[src/rtl/hs_sequencer_mc_if.sv]
// Handshake and lane bus between the HS TX controller, the sequencer and the symbol mappers.
// The controller side uses the master modport; the sequencer uses the slave modport.
interface hs_sequencer_mc_if #(
    parameter int unsigned LANES    = 3,
    parameter int unsigned CNT_W    = 6,
    parameter int unsigned PROG_LEN = 14
);
    logic                  Sequencer_En;
    logic                  Sync;
    logic                  Post;
    logic [CNT_W-1:0]      Pre_Len;
    logic                  Prog_En;
    logic [3*PROG_LEN-1:0] Prog_Seq;
    logic [LANES-1:0]      Lane_Mask;
    logic [3*LANES-1:0]    SeqSym;
    logic [LANES-1:0]      SeqValid;
    logic                  Pre_Done;
    logic                  Sync_Done;
    logic                  Post_Done;
    logic                  Busy;

    modport master (
        output Sequencer_En, Sync, Post, Pre_Len, Prog_En, Prog_Seq, Lane_Mask,
        input  SeqSym, SeqValid, Pre_Done, Sync_Done, Post_Done, Busy
    );

    modport slave (
        input  Sequencer_En, Sync, Post, Pre_Len, Prog_En, Prog_Seq, Lane_Mask,
        output SeqSym, SeqValid, Pre_Done, Sync_Done, Post_Done, Busy
    );
endinterface

[src/rtl/hs_sequencer_mc.sv]
// Multi-lane C-PHY HS sequencer: preamble (optionally programmable), sync word and post
// sequence driven in lock-step on all enabled lanes, with registered outputs.
module hs_sequencer_mc #(
    parameter int unsigned  LANES       = 3,
    parameter int unsigned  PRE_LEN_MAX = 63,
    parameter int unsigned  PROG_LEN    = 14,
    parameter int unsigned  PRE_END_LEN = 7,
    parameter int unsigned  POST_LEN    = 7,
    localparam int unsigned CNT_W       = $clog2(PRE_LEN_MAX + 1)
) (
    input logic               SymClk,
    input logic               reset,
    hs_sequencer_mc_if.slave  bus
);
    localparam int unsigned MaxA   = (PRE_LEN_MAX > PROG_LEN) ? PRE_LEN_MAX : PROG_LEN;
    localparam int unsigned MaxB   = (PRE_END_LEN > POST_LEN) ? PRE_END_LEN : POST_LEN;
    localparam int unsigned MaxC   = (MaxB > 7) ? MaxB : 7;
    localparam int unsigned MaxLen = (MaxA > MaxC) ? MaxA : MaxC;
    localparam int unsigned CW     = $clog2(MaxLen + 1);

    localparam logic [2:0] S3 = 3'd3;
    localparam logic [2:0] S4 = 3'd4;

    typedef enum logic [3:0] {
        StIdle, StPre, StProg, StPreEnd, StPreHold, StSync, StSyncHold, StPost, StPostHold
    } state_e;

    state_e           state_q;
    logic [CW-1:0]    cnt_q;
    logic             prog_en_q;
    logic [LANES-1:0] mask_q;

    logic [2:0]         sym_c;
    logic               vld_c;
    logic [2:0]         prog_sym;
    int unsigned        prog_idx;
    logic [3*LANES-1:0] lane_sym;
    logic [LANES-1:0]   lane_vld;

    // Outputs are a registered copy of what the current state emits, so they trail state by one edge.
    always_comb begin
        sym_c    = 3'd0;
        vld_c    = 1'b0;
        prog_sym = 3'd0;
        prog_idx = PROG_LEN - 1 - int'(cnt_q);
        for (int unsigned i = 0; i < PROG_LEN; i++) begin
            if (i == prog_idx) prog_sym = bus.Prog_Seq[3*i +: 3];
        end
        unique case (state_q)
            StPre, StPreEnd, StPreHold: begin sym_c = S3; vld_c = 1'b1; end
            StProg:                     begin sym_c = prog_sym; vld_c = 1'b1; end
            // Sync word 3,4,4,4,4,4,3: first and last symbol are S3.
            StSync: begin
                sym_c = (cnt_q == CW'(6) || cnt_q == '0) ? S3 : S4;
                vld_c = 1'b1;
            end
            StPost:                     begin sym_c = S4; vld_c = 1'b1; end
            StSyncHold, StPostHold:     begin sym_c = S4; vld_c = 1'b0; end
            default:                    begin sym_c = 3'd0; vld_c = 1'b0; end
        endcase
        lane_sym = '0;
        lane_vld = '0;
        for (int k = 0; k < LANES; k++) begin
            lane_sym[3*k +: 3] = mask_q[k] ? sym_c : 3'd0;
            lane_vld[k]        = mask_q[k] & vld_c;
        end
    end

    always_ff @(posedge SymClk or negedge reset) begin
        if (!reset) begin
            state_q       <= StIdle;
            cnt_q         <= '0;
            prog_en_q     <= 1'b0;
            mask_q        <= '0;
            bus.SeqSym    <= '0;
            bus.SeqValid  <= '0;
            bus.Pre_Done  <= 1'b0;
            bus.Sync_Done <= 1'b0;
            bus.Post_Done <= 1'b0;
            bus.Busy      <= 1'b0;
        end else if (!bus.Sequencer_En) begin
            state_q       <= StIdle;
            cnt_q         <= '0;
            bus.SeqSym    <= '0;
            bus.SeqValid  <= '0;
            bus.Pre_Done  <= 1'b0;
            bus.Sync_Done <= 1'b0;
            bus.Post_Done <= 1'b0;
            bus.Busy      <= 1'b0;
        end else begin
            bus.Busy      <= 1'b1;
            bus.SeqSym    <= lane_sym;
            bus.SeqValid  <= lane_vld;
            bus.Pre_Done  <= bus.Pre_Done  | (state_q == StPreHold);
            bus.Sync_Done <= bus.Sync_Done | (state_q == StSyncHold);
            bus.Post_Done <= bus.Post_Done | (state_q == StPostHold);
            unique case (state_q)
                StIdle: begin
                    state_q   <= StPre;
                    cnt_q     <= (bus.Pre_Len == '0) ? '0 : CW'(bus.Pre_Len - 1'b1);
                    prog_en_q <= bus.Prog_En;
                    mask_q    <= bus.Lane_Mask;
                end
                StPre: begin
                    if (cnt_q == '0) begin
                        state_q <= prog_en_q ? StProg : StPreHold;
                        cnt_q   <= prog_en_q ? CW'(PROG_LEN - 1) : '0;
                    end else cnt_q <= cnt_q - 1'b1;
                end
                StProg: begin
                    if (cnt_q == '0) begin
                        state_q <= StPreEnd;
                        cnt_q   <= CW'(PRE_END_LEN - 1);
                    end else cnt_q <= cnt_q - 1'b1;
                end
                StPreEnd: begin
                    if (cnt_q == '0) state_q <= StPreHold;
                    else             cnt_q   <= cnt_q - 1'b1;
                end
                StPreHold: begin
                    if (bus.Sync) begin
                        state_q <= StSync;
                        cnt_q   <= CW'(6);
                    end else if (bus.Post) begin
                        state_q <= StPost;
                        cnt_q   <= CW'(POST_LEN - 1);
                    end
                end
                StSync: begin
                    if (cnt_q == '0) state_q <= StSyncHold;
                    else             cnt_q   <= cnt_q - 1'b1;
                end
                StSyncHold: begin
                    if (bus.Post) begin
                        state_q <= StPost;
                        cnt_q   <= CW'(POST_LEN - 1);
                    end
                end
                StPost: begin
                    if (cnt_q == '0) state_q <= StPostHold;
                    else             cnt_q   <= cnt_q - 1'b1;
                end
                StPostHold: state_q <= StPostHold;
                default:    state_q <= StIdle;
            endcase
        end
    end
endmodule
[src/flat_wrapper.sv]
// flat-port wrapper written by rule: the top's interface ports become plain ports
module hs_sequencer_mc_flat 
#(
    parameter int unsigned  LANES       = 3,
    parameter int unsigned  PRE_LEN_MAX = 63,
    parameter int unsigned  PROG_LEN    = 14,
    parameter int unsigned  PRE_END_LEN = 7,
    parameter int unsigned  POST_LEN    = 7,
    localparam int unsigned CNT_W       = $clog2(PRE_LEN_MAX + 1)
)
  (SymClk, reset, bus_Sequencer_En, bus_Sync, bus_Post, bus_Pre_Len, bus_Prog_En, bus_Prog_Seq, bus_Lane_Mask, bus_SeqSym, bus_SeqValid, bus_Pre_Done, bus_Sync_Done, bus_Post_Done, bus_Busy);
  hs_sequencer_mc_if #(.LANES(LANES), .PROG_LEN(PROG_LEN)) bus_i ();
  input logic SymClk;
  input logic reset;
  input wire logic [$bits(bus_i.Sequencer_En)-1:0] bus_Sequencer_En;
  input wire logic [$bits(bus_i.Sync)-1:0] bus_Sync;
  input wire logic [$bits(bus_i.Post)-1:0] bus_Post;
  input wire logic [$bits(bus_i.Pre_Len)-1:0] bus_Pre_Len;
  input wire logic [$bits(bus_i.Prog_En)-1:0] bus_Prog_En;
  input wire logic [$bits(bus_i.Prog_Seq)-1:0] bus_Prog_Seq;
  input wire logic [$bits(bus_i.Lane_Mask)-1:0] bus_Lane_Mask;
  output wire logic [$bits(bus_i.SeqSym)-1:0] bus_SeqSym;
  output wire logic [$bits(bus_i.SeqValid)-1:0] bus_SeqValid;
  output wire logic [$bits(bus_i.Pre_Done)-1:0] bus_Pre_Done;
  output wire logic [$bits(bus_i.Sync_Done)-1:0] bus_Sync_Done;
  output wire logic [$bits(bus_i.Post_Done)-1:0] bus_Post_Done;
  output wire logic [$bits(bus_i.Busy)-1:0] bus_Busy;
  assign bus_i.Sequencer_En = bus_Sequencer_En;
  assign bus_i.Sync = bus_Sync;
  assign bus_i.Post = bus_Post;
  assign bus_i.Pre_Len = bus_Pre_Len;
  assign bus_i.Prog_En = bus_Prog_En;
  assign bus_i.Prog_Seq = bus_Prog_Seq;
  assign bus_i.Lane_Mask = bus_Lane_Mask;
  assign bus_SeqSym = bus_i.SeqSym;
  assign bus_SeqValid = bus_i.SeqValid;
  assign bus_Pre_Done = bus_i.Pre_Done;
  assign bus_Sync_Done = bus_i.Sync_Done;
  assign bus_Post_Done = bus_i.Post_Done;
  assign bus_Busy = bus_i.Busy;
  hs_sequencer_mc #(.LANES(LANES), .PRE_LEN_MAX(PRE_LEN_MAX), .PROG_LEN(PROG_LEN), .PRE_END_LEN(PRE_END_LEN), .POST_LEN(POST_LEN)) u_core (.SymClk(SymClk), .reset(reset), .bus(bus_i));
endmodule
[config.mk]
export PLATFORM = sky130hd
export DESIGN_NAME = hs_sequencer_mc_flat
export DESIGN_NICKNAME = d
export VERILOG_FILES = /design/src/rtl/hs_sequencer_mc_if.sv /design/src/rtl/hs_sequencer_mc.sv /design/src/flat_wrapper.sv
export SDC_FILE = /design/constraint.sdc
export NUM_CORES = 1
export LEC_CHECK = 0
export CAP_MARGIN = 0
export CORE_MARGIN = 2
export CORE_UTILIZATION = 49
export CTS_CLUSTER_SIZE = 14
export DETAILED_ROUTE_END_ITERATION = 16
export PLACE_DENSITY = 0.82
export REMOVE_ABC_BUFFERS = 1
export SLEW_MARGIN = 20
export SYNTH_ARGS = -nofsm -noshare
export SYNTH_HDL_FRONTEND = slang
export SYNTH_SLANG_ARGS = --single-unit
[constraint.sdc]
create_clock -name SymClk -period 2.8 [get_ports SymClk]
set_input_delay 0.84 -clock SymClk [delete_from_list [all_inputs] [get_ports SymClk]]
set_output_delay 0.84 -clock SymClk [all_outputs]
set_load 0.02 [all_outputs]
==> impl_metrics.tcl, run 1 <==
set metrics [dict create \
    arrival_ns 2.76 \
    antenna_found_initial 0 \
    drt_pass1_iterations 5 \
    syn_area_per_cell_um2 8.23 \
    synth.distinct_cells 65 \
    period_share 0.923 \
    skew_ns 0.0109 \
    power.leakage_nw 1.47 \
    drcViolationCount 0 \
    worstMarginPinSlew_ns 0.568 \
    hold_viol_final 0 \
    worstPathRequired_ns 2.98 \
    ys.warnings.count 0 \
    place_ws_ns -0.143 \
    p_per_area_nw_per_um2 887 \
    start_util 0.509 \
    wl_per_cell_um 17.2 \
    post-route-util 0.688 \
    grt_pass1_vias 2658 \
    num_vias 2884 \
    die_h_um 76.8 \
    cts_max_level 2 \
    slowest_delay_ns 0.48 \
    setup_viol 0 \
    synth_area_um2 2600 \
    placed_cell_area_um2 3430 \
    ios 73 \
    crit_chain "clkdlybuf4s50_1 -> inv_1 -> ha_1 -> or3b_2 -> o32ai_2 -> o22a_1 -> nand3_1 -> o221a_2" \
    routed_via_density 6.30 \
    critPathKind "input port to register" \
    area_growth_syn_to_layout_pct 35.2 \
    fp-row-count 26 \
    ys_seq_area_frac 0.289 \
    hold_class "register to register" \
    slew_viol_final 0 \
    synth_enable_flop_cells 0 \
    die_area_um2 5910 \
    max-vdd-ir-drop_uv 610 \
    cpLargestDelayFamily "compound AO/OA/AOI/OAI gates" \
    async_reset_ff_frac 1.00 \
    path_clk_slew_ns 0.07 \
    cts_tree "yes" \
    cts_buffer_depth 2 \
    antenna_left 0 \
    cts_made_buffers 5 \
    crit_path_top_delay_cell "or3b_2" \
    cp-start-kind "input port" \
    crit_fanout 3 \
    fin_nets 455 \
    drive_above_1_share 0.116 \
    wl_um 7860 \
    relSlewSlack 0.618 \
    gp_congestion 0.908 \
    cts.sink_count 30 \
    netlist_instances 316 \
    nFillCells 416 \
    cp_num_buf_inv 2 \
    clock.fmax_mhz 387 \
    fin_setup_tns_ns 0 \
    grt_max_degree 31 \
    dp_hpwl_um 6050 \
    grt_usage 0.277 \
    end_kind "register" \
    clk_latency_ns 0.29 \
    ctsHoldBuffers 0 \
    drt_iter0_drc 273 \
    num_antenna_cells 0 \
    status "finished clean" \
    fin_area_um2 3520 \
    max_cap_viol_count 0 \
    cts_resized 0 \
    rsz0062_at_grt "false" \
    timing.hold.ws_ns 0.495 \
    die_w_um 76.8 \
    core_area_um2 5110 \
    finalWorstSetupSlack_ns 0.216 \
    cts-root-buf "clkbuf_8" \
    synthFlopType "dfrtp_1" \
    grt_pass1_wl_um 13200 \
    port_buffers 72 \
    ys_ff_latch 30 \
    period_needed_ns 2.58 \
    overflow 0 \
    postCtsSetupBuffers 0 \
]
==> final cells by class <==
| cell class | instances | area, µm² | area share |
|---|---|---|---|
| multi-input cells | 248 | 1700 | 0.484 |
| repair buffers | 88 | 841 | 0.239 |
| flip-flops and latches | 30 | 751 | 0.214 |
| clock inverters | 2 | 10.0 | 0.00285 |
| well taps | 70 | 87.6 | 0.0249 |
| clock buffers | 5 | 68.8 | 0.0196 |
| inverters | 15 | 56.3 | 0.0160 |
==> cells in the mapped netlist (4+ instances only) <==
library cell	n	area (µm²)
dfrtp_1	30	751
nor2_1	23	86.3
a21oi_1	21	105
nand2_1	21	78.8
clkbuf_1	17	63.8
inv_1	15	56.3
o21ai_0	14	70.1
ha_1	10	125
nor2b_1	9	56.3
nand2b_1	8	50.1
nor3_1	7	35.0
a221oi_1	6	52.6
nand3_1	6	30.0
mux2i_1	5	50.1
nor3b_1	5	37.5
o22ai_1	5	31.3
or4_1	5	37.5
a211oi_1	4	30.0
a21o_1	4	30.0
buf_2	4	20.0
mux2_2	4	45.0
nand4_1	4	25.0
nor4_1	4	25.0
o21a_1	4	30.0
o221a_2	4	45.0
o31ai_1	4	30.0
o41ai_1	4	35.0
or2_2	4	25.0
or3_1	4	25.0
==> routing by layer <==
layer,vias up,GRT usage,routed length (µm)
met1,1345,0.390,3340
met2,166,0.429,3600
met3,24,0.0576,735
met4,0,0.0836,180
met5,-,0,0
li1,1349,-,-
==> flip-flops by register name, indices dropped and copies added (netlist names) <==
name	cells
u_core.mask_q	3
u_core.bus.Post_Done	1
u_core.bus.Busy	1
u_core.bus.Pre_Done	1
u_core.bus.SeqValid	3
u_core.state_q	4
u_core.cnt_q	6
u_core.prog_en_q	1
u_core.bus.SeqSym	9
u_core.bus.Sync_Done	1
==> where the power goes <==
part           internal [mW]  total [mW]  switching (mW)
clock                  0.166       0.335           0.168
sequential             0.553       0.724           0.171
combinational          0.893        2.06            1.17
==> stage by stage <==
stage / instances / power (mW)
2_1_floorplan: 293 / 2.05
3_3_place_gp: 451 / 2.69
3_5_place_dp: 451 / 2.74
4_1_cts: 458 / 3.08
5_1_grt: 458 / 3.37
6_report: 458 / 3.12
==> cells by family after synthesis <==
family | after synthesis | synth area share
simple gates | 116 | 0.247
mux | 9 | 0.0366
buf+inv | 38 | 0.0597
fa+ha+maj | 10 | 0.0481
xor+xnor | 4 | 0.0135
flops | 30 | 0.289
compound gates | 109 | 0.306
==> cell usage in the layout, fill, tap and decap left out, drive strengths merged, types with 5 or more instances in the layout <==
cell,instances
clkdlybuf4s50,72
a211oi,5
nor2,23
inv,15
clkbuf,5
or3b,5
a221oi,6
nor3b,5
dfrtp,30
a21oi,22
mux2i,5
or4,5
o22ai,5
nand2b,8
nor3,8
nand3,6
ha,10
o21ai,16
nor2b,9
buf,16
nand2,21
==> final timing paths <==
path,startpoint,end,slack (ns),cells after the start
worst max-delay path,bus_Pre_Len[0],u_core.cnt_q[0],0.22,8
worst min-delay path,u_core.bus.Pre_Done,u_core.bus.Pre_Done,0.50,1
worst max register to register,u_core.cnt_q[0],u_core.bus.SeqSym[4],0.31,7
worst min register to register,u_core.bus.Pre_Done,u_core.bus.Pre_Done,0.50,1
max in group asynchronous,reset,u_core.state_q[2],1.58,2
min in group asynchronous,reset,u_core.mask_q[2],0.94,2
(Power assumes the default switching activity.)
==> run 2: changes to the inputs <==
--- a/config.mk
+++ b/config.mk
@@ -10,6 +10,7 @@
 export CORE_UTILIZATION = 49
 export CTS_CLUSTER_SIZE = 14
 export DETAILED_ROUTE_END_ITERATION = 16
+export MAX_ROUTING_LAYER = met4
 export PLACE_DENSITY = 0.82
 export REMOVE_ABC_BUFFERS = 1
 export SLEW_MARGIN = 20
==> run 2 against run 1 <==
Core utilization grew 2.0 points. Highest routed layer unchanged. Wire length up 5.6%. Clock skew shrank 0.0035 ns.
==> impl_metrics.tcl, run 2 (synthesis results as in run 1) <==
set metrics [dict create \
    fin_setup_tns_ns 0 \
    drt_iter0_drc 213 \
    cts_tree "yes" \
    slowest_delay_ns 0.48 \
    fp-row-count 26 \
    hold_viol_final 0 \
    largestRegisters "u_core.bus.SeqSym: 9 flops, u_core.cnt_q: 6 flops, u_core.state_q: 4 flops" \
    wl_met2_um 3890 \
    clock_power_share 0.162 \
    gp_congestion 0.919 \
    max-vdd-ir-drop_uv 549 \
    status "finished clean" \
    comb_power_share 0.633 \
    hold-path-cell-count 1 \
    largest_register_ffs 9 \
    arrival_ns 2.81 \
    postCtsSetupBuffers 0 \
    grt_max_degree 31 \
    path_depth 8 \
    met1_length_um 3620 \
    place_inst 456 \
    wl_um 8290 \
    cp-start-kind "input port" \
    clk_latency_ns 0.29 \
    wl_per_cell_um 17.9 \
    die_w_um 76.8 \
    hold_class "register to register" \
    path_clk_slew_ns 0.06 \
    largest_register "u_core.bus.SeqSym" \
    rr_worst_depth 7 \
    grt_pass1_vias 2797 \
    crit_chain "clkdlybuf4s50_1 -> inv_1 -> ha_1 -> or3b_2 -> o32ai_2 -> o22a_1 -> nand3_1 -> o221a_2" \
    cts_max_level 2 \
    antenna_found_initial 0 \
    p_seq_frac 0.205 \
    crit_fanout 3 \
    drt_pass1_iterations 5 \
    worstMarginPinSlew_ns 0.527 \
    cts-root-buf "clkbuf_8" \
    overflow 0 \
    num_vias 2894 \
    internal-power_mw 1.87 \
    setup_viol 0 \
    timing.hold.ws_ns 0.495 \
    rsz0062_at_grt "false" \
    period_share 0.942 \
    cp_num_buf_inv 2 \
    p_total_mw 3.42 \
    cpLargestDelayFamily "compound AO/OA/AOI/OAI gates" \
    final_common_cell "clkdlybuf4s50_1" \
    period_needed_ns 2.64 \
    fin_nets 460 \
    core_area_um2 5110 \
    dr.max_layer_used "met4" \
    power.leakage_nw 1.52 \
    p_sw_mw 1.55 \
    dp_hpwl_um 6370 \
    area_growth_syn_to_layout_pct 39.1 \
    cts.sink_count 30 \
    cts_buffer_depth 2 \
    end_kind "register" \
    start_util 0.509 \
    port_buffers 72 \
    grt_pass1_wl_um 13700 \
    max_cap_viol_count 0 \
    fin_cells 464 \
    antenna_left 0 \
    p_per_area_nw_per_um2 947 \
    slew_viol_final 0 \
    ios 73 \
    final_cell_mix "clkdlybuf4s50_1, dfrtp_1, nor2_1" \
    crit_path_top_delay_cell "or3b_2" \
    met3_wirelength_um 608 \
    drcViolationCount 0 \
    post-route-util 0.708 \
    relSlewSlack 0.646 \
    swShare 0.453 \
    clock.fmax_mhz 379 \
    grt_usage 0.299 \
    critPathKind "input port to register" \
    die_area_um2 5910 \
    drive_above_1_share 0.129 \
    skew_ns 0.00737 \
    die_h_um 76.8 \
    num_antenna_cells 0 \
    cts_made_buffers 5 \
    routed_via_density 6.24 \
    worstPathRequired_ns 2.97 \
]
-- run 2: cell count changes in the layout (fill, tap and decap cells not counted) --
cell,delta
buf_4,+5
bufinv_16,+2
clkinv_2,-2
clkbuf_8,+1
-- run 2: power by group through the flow --
stage          clock network, mW  registers [mW]  logic [mW]
6_report                   0.554           0.702        2.17
5_1_grt                    0.574           0.722        2.37
4_1_cts                    0.551           0.697        2.12
3_5_place_dp                   0           0.704        2.10
3_3_place_gp                   0           0.692        2.07
2_1_floorplan                  0           0.771        1.28
-- run 2: worst paths after layout --
check / start / slack, ns / end
worst max-delay path: bus_Pre_Len[1] / 0.16 / u_core.cnt_q[0]
worst min-delay path: u_core.bus.Pre_Done / 0.49 / u_core.bus.Pre_Done
worst max register to register: u_core.cnt_q[0] / 0.25 / u_core.bus.SeqSym[1]
worst min register to register: u_core.bus.Pre_Done / 0.49 / u_core.bus.Pre_Done
max in group asynchronous: reset / 1.56 / u_core.bus.Post_Done
min in group asynchronous: reset / 0.96 / u_core.bus.SeqSym[6]
-- run 2: layout make-up --
class                   count  area, µm²
repair buffers             93        878
multi-input cells         248       1700
clock inverters             2       60.1
fillers                   415       1490
clock buffers               6       82.6
flip-flops and latches     30        751
inverters                  15       56.3
well taps                  70       87.6
-- run 2: layer usage --
metal | GRT usage | vias up
met1 | 0.379 | 1367
met3 | 0.0635 | 23
li1 | - | 1360
met5 | - | -
met4 | 0.111 | 0
met2 | 0.472 | 144
-- run 2: timing repair --
action | CTS | global route
setup endpoints to repair | 0 | 1
hold buffers | 0 | 0
resized for setup | 0 | 1
hold endpoints to repair | 0 | 0
-- run 2: through the flow --
step | cell area [µm²] | worst slack (ns)
after floorplan | 2500 | 0.340
after global placement | 3470 | -0.0849
after detailed placement | 3470 | -0.167
after CTS | 3610 | 0.127
after global routing | 3620 | 0.0409
final | 3620 | 0.162
